<file path="config.mk">
export PLATFORM = sky130hd
export DESIGN_NAME = fetch_exc
export DESIGN_NICKNAME = d
export VERILOG_FILES = /design/src/rtl/fetch_exc.sv
export SDC_FILE = /design/constraint.sdc
export NUM_CORES = 1
export LEC_CHECK = 0
export BUFFER_PORTS_ARGS = -buffer_cell sky130_fd_sc_hd__buf_4
export CAP_MARGIN = 5
export CELL_PAD_IN_SITES_DETAIL_PLACEMENT = 2
export CELL_PAD_IN_SITES_GLOBAL_PLACEMENT = 2
export CORE_MARGIN = 4
export CORE_UTILIZATION = 31
export CTS_CLUSTER_SIZE = 24
export DETAILED_ROUTE_END_ITERATION = 10
export HOLD_SLACK_MARGIN = 0.05
export PLACE_DENSITY_LB_ADDON = 0.12
export SLEW_MARGIN = 10
export SYNTH_ARGS = -nofsm -noshare
export SYNTH_HDL_FRONTEND = slang
export SYNTH_SLANG_ARGS = --single-unit
</file>
<file path="constraint.sdc">
create_clock -name clk -period 3.2 [get_ports clk]
set_input_delay 0.48 -clock clk [delete_from_list [all_inputs] [get_ports clk]]
set_output_delay 0.48 -clock clk [all_outputs]
set_load 0.02 [all_outputs]
</file>
<file path="src/rtl/fetch_exc.sv">
// Fetch-stage program counter with a three-state exception controller.
// Saves PC/cause on an exception, vectors to a handler, returns on ERet, and halts on a nested exception.
module fetch_exc #(
  parameter int unsigned  N          = 64,
  parameter logic [N-1:0] EXC_VECTOR = N'(64'h0000_0000_0000_00D8)
) (
  input  logic         clk,
  input  logic         reset,
  input  logic         stall_F,
  input  logic         PCSrc_F,
  input  logic [N-1:0] PCBranch_F,
  input  logic         Exc,
  input  logic [3:0]   ExcCode,
  input  logic         ERet,
  output logic [N-1:0] imem_addr_F,
  output logic [N-1:0] NextPC_F,
  output logic [N-1:0] EPC,
  output logic [3:0]   ESR,
  output logic         ExcActive,
  output logic         Halt
);

  typedef enum logic [1:0] {
    S_NORMAL  = 2'd0,
    S_HANDLER = 2'd1,
    S_HALT    = 2'd2
  } state_t;

  localparam logic [N-1:0] PC_STEP = N'(4);

  state_t       r_state;
  logic [N-1:0] r_pc;
  logic [N-1:0] r_epc;
  logic [3:0]   r_esr;
  logic         r_exc_active;
  logic         r_halt;
  logic [N-1:0] w_pc_plus4;
  logic [N-1:0] w_seq_pc;

  // Sequential PC wraps modulo 2^N; the carry is deliberately dropped.
  assign w_pc_plus4 = r_pc + PC_STEP;

  // Ordinary sequencing shared by NORMAL and HANDLER when no Exc/ERet acts.
  always_comb begin
    w_seq_pc = w_pc_plus4;
    if (stall_F)      w_seq_pc = r_pc;
    else if (PCSrc_F) w_seq_pc = PCBranch_F;
  end

  // NOTE: state uses non-blocking assignments so every register samples pre-edge values.
  always_ff @(posedge clk or negedge reset) begin
    if (!reset) begin
      r_state      <= S_NORMAL;
      r_pc         <= '0;
      r_epc        <= '0;
      r_esr        <= '0;
      r_exc_active <= 1'b0;
      r_halt       <= 1'b0;
    end else begin
      case (r_state)
        S_NORMAL: begin
          if (Exc) begin
            r_epc        <= r_pc;
            r_esr        <= ExcCode;
            r_pc         <= EXC_VECTOR;
            r_state      <= S_HANDLER;
            r_exc_active <= 1'b1;
          end else begin
            r_pc <= w_seq_pc;
          end
        end
        S_HANDLER: begin
          if (Exc) begin
            r_state      <= S_HALT;
            r_exc_active <= 1'b0;
            r_halt       <= 1'b1;
          end else if (ERet) begin
            r_pc         <= r_epc;
            r_state      <= S_NORMAL;
            r_exc_active <= 1'b0;
          end else begin
            r_pc <= w_seq_pc;
          end
        end
        S_HALT: begin
          r_halt <= 1'b1;
        end
        default: begin
          r_state      <= S_NORMAL;
          r_exc_active <= 1'b0;
          r_halt       <= 1'b0;
        end
      endcase
    end
  end

  assign imem_addr_F = r_pc;
  assign NextPC_F    = w_pc_plus4;
  assign EPC         = r_epc;
  assign ESR         = r_esr;
  assign ExcActive   = r_exc_active;
  assign Halt        = r_halt;

endmodule

</file>
======== Word level (Yosys, flattened, before mapping) ========
Index checks and enable logic that the tools add are counted.
word-level totals
  register bits ........................... 136
  output and inout port bits .............. 198
  word-level logic and storage cells ...... 36
operators by class
  add/subtract/negate cells ............... 1
  equal/unequal tests ..................... 6
  multiplexer cells ....................... 15
  bitwise logic cells ..................... 2
  reductions and logical operators ........ 6
operators with widths
  cell                     number
  $mux W64                 5
  $pmux W64 S2             1
  $add A64 B3 Y64 const B  1
  $mux W2                  3
  $ne A2 B2 Y1 const B     3
  $pmux W1 S3              2
  $pmux W2 S3              1
  $reduce_and A2 Y1        3
  $mux W1                  3
  $ne A3 B3 Y1 const B     1
  $reduce_and A3 Y1        1
  $eq A2 B1 Y1 const B     1
  $eq A2 B2 Y1 const B     1
  $logic_not A2 Y1         1
  $not A1 Y1               2
  $reduce_bool A2 Y1       1

======== Depth between registers and ports, before layout ========
  depth after elaboration ................. 6
  mapped depth ............................ 11

======== Least setup slack after synthesis ========
OpenSTA, ideal clock, no wires.
  path type ............................... register to output
  from .................................... reg r_pc[13], in the netlist imem_addr_F[13]
  to ...................................... out NextPC_F[42]
  data arrival time ....................... 2.307 ns
  data required time ...................... 2.720 ns
  setup slack ............................. 0.413 ns
  stages on the path, launching flop included .. 8
  buffers on the path ..................... 2
  cell sequence ........................... dfrtp_1 clkbuf_8 nand4_4 or4_4 buf_6 nor4_4 nand2_1 xnor2_1
between the ends
  longest elaborated chain between the ends .. 1
ends and longest elaborated chain
  what                    line  text
  start, declared         32    logic [N-1:0] r_pc;
  start signal, assigned  69    r_pc <= w_seq_pc;
  start signal, assigned  78    r_pc <= r_epc;
  start signal, assigned  82    r_pc <= w_seq_pc;
  $add A64 B3 Y64         41    assign w_pc_plus4 = r_pc + PC_STEP;
  end, declared           16    output logic [N-1:0] NextPC_F,
No other way between the ends.

======== Worst setup path in the final report ========
  from .................................... reg r_pc[5], in the netlist imem_addr_F[5]
  to ...................................... out NextPC_F[49]
Same word-level chain as after synthesis.

==> results.yml <==
routing:
  routed_via_density: 6.01
  post-route-drc-count: 0
  drt_iter0_markers: 774
  post_drt_wl_per_cell_um: 27.4
  dr_wl_met3_um: 2720
  routed-wl-met2_um: 23000
  dr.pass1.iters: 6
  vias: 10600
  wl_met1_um: 21800
  topRoutingLayerUsed: "met5"
  ant_nets: 0
  wirelength_um: 48600
logic_synthesis:
  synth_area_mm2: 0.00963
  synth_cells: 1084
  ys.flop_type: "dfrtp_1"
  synth_nets: 1162
  synth-seq-cells: 135
  avgSynthCellArea_um2: 8.89
  ys_warn_count: 0
  ys_types: 79
  yosysSeqAreaShare: 0.351
  synth_edf_count: 0
  synthArstFlopShare: 1.00
place:
  dpl.hpwl_um: 34100
  port_buffers: 271
  routabilityCongestion: 0.845
  postPlaceCellArea_mm2: 0.0123
clocking:
  cts_buffer_depth: 2
  path_clk_slew_ns: 0.07
  clockRootBuffer: "clkbuf_16"
  cts_buffers: 17
  cts_max_level: 4
  holdBufCountCts: 0
  cts.sinks: 135
  tritoncts: "done"
  insertion_delay_ns: 0.44
setup_path:
  cp_max_fo: 7
  critPathKind: "reg2out"
  cp.arrival_ns: 2.71
  endpoint_kind: "output port"
  crit_required_ns: 2.72
  worstSetupStartpointType: "flop"
cells_and_area:
  diodes: 0
  post-route-util: 0.433
  finalNetCount: 1441
  area_growth_pct: 37.5
  final_common_cell: "buf_4"
  drive_gt1_frac: 0.391
  layout_common_cells: "369 x buf_4, 115 x dfrtp_1, 96 x nand2_1"
  final_cell_area_mm2: 0.0132
floorplanning:
  ios: 272
  start_util: 0.315
  die_width_um: 184
  die_y_um: 184
  coreArea_mm2: 0.0306
  rows: 64
  die_area_mm2: 0.0340
global_routing:
  grt_pass1_vias: 11300
  grt_max_degree: 60
  grt_use_total: 0.280
  grt_pass1_wl_um: 73200
  overflow: 0
  antenna_found_initial: 1
sta:
  slew_viol_final: 0
  fmax_ghz: 0.314
  hold_viol: 0
  worst_pin_slew_ns: 0.816
  min_period_ns: 3.19
  setup_viol: 0
  setup-tns-final_ns: 0
  maxSlewHeadroom: 0.455
  fin_crit_sh: 0.997
  clock_skew_ns: 0.0190
  rsz0062_at_grt: "true"
job:
  maxCapViolCount: 0
outcome:
  status: "finished, final reports clean"
pwr:
  leakagePower_nw: 5.99
  max-vdd-ir-drop_uv: 461
  p_per_area_mw_per_mm2: 1030
worst_hold_path:
  min_path_type: "in2async"
path summary, 6_finish.rpt:
check	from	endpoint	slack, ns	cells after the start
setup / recovery	imem_addr_F[5]	NextPC_F[49]	0.01	9
hold / removal	reset	EPC[46]	0.03	1
setup reg to reg	r_state[1]	imem_addr_F[21]	0.32	8
hold reg to reg	ESR[0]	ESR[0]	0.52	1
max in group asynchronous	reset	imem_addr_F[51]	2.34	2
min in group clk	ExcCode[2]	ESR[2]	0.27	2
kinds of logic (layout without fill, tap and decap cells):
group	count (synthesis)	in the layout	synth area share
compound gates	311	311	0.231
buf+inv	130	422	0.0635
flops	135	135	0.351
mux	70	70	0.0808
fa+ha+maj	4	4	0.00520
xor+xnor	60	60	0.0545
simple gates	374	374	0.214
synth_stat cells (all sizes together), types with 9 or more instances:
library cell  instances  share of area
nand4                39          0.030
nor3                 29          0.017
nand2b                9         0.0058
nand2                97          0.038
o21ai                68          0.035
dfrtp               135           0.35
o31ai                22          0.017
a221o                 9         0.0094
a222oi               23          0.024
nor2                 73          0.029
buf                  44          0.026
a21oi                49          0.025
and3                 15         0.0099
xor2                 24          0.022
nand3                42          0.023
inv                  12         0.0047
a22o                 15          0.014
o211ai               17          0.013
xnor2                36          0.033
and4                  9         0.0082
clkbuf               73          0.033
nor4                 24          0.025
mux2                 62          0.072
a22oi                12         0.0094
layout make-up:
class | instances | area [µm²]
Clock inverter | 13 | 168
Timing Repair Buffer | 377 | 2910
Tap cell | 396 | 495
Clock buffer | 19 | 433
Sequential cell | 135 | 3400
Inverter | 13 | 50.0
Fill cell | 3371 | 17300
Multi-Input combinational cell | 819 | 5780
metal layers:
metal / global-route usage / up-vias
met5: 0 / -
met4: 0.0787 / 2
met3: 0.0519 / 61
met2: 0.452 / 342
met1: 0.384 / 5570
li1: - / 4666
state kept, by name (all words and copies together), names as in the netlist:
name / flops
EPC: 64
ESR: 4
Halt: 1
imem_addr_F: 64
r_state: 2
power breakdown:
group	switching, W	internal [W]	total (W)
sequential	0.00110	0.00242	0.00352
combinational	0.00473	0.00320	0.00793
clock	0.000922	0.00124	0.00216
through the flow:
stage          power [W]  hold WS, ns  cells  setup WS (ns)
2_1_floorplan    0.00769        0.184   1084          0.413
3_3_place_gp      0.0111        0.489   1718          0.292
3_5_place_dp      0.0113        0.500   1718          0.199
4_1_cts           0.0135       0.0704   1764        0.00321
5_1_grt           0.0144       0.0676   1772        -0.0431
6_report          0.0136       0.0293   1772         0.0103
what timing repair did:
| action | in CTS | in global routing |
|---|---|---|
| endpoints found under the setup margin | 18 | 32 |
| pin swaps | 7 | 3 |
| buffers inserted | 14 | 8 |
| resized for setup | 17 | 21 |
| endpoints found under the hold margin | 0 | 0 |
worst max-delay path: stages (launching register included):
cell	delay, ns
dfrtp_2	0.45
nand4_1	0.22
buf_4	0.21
nor3_4	0.16
buf_4	0.18
nand4_2	0.22
buf_4	0.25
nor2_1	0.12
xor2_1	0.26
buf_4	0.19
Power figures use the tool's default switching activity.
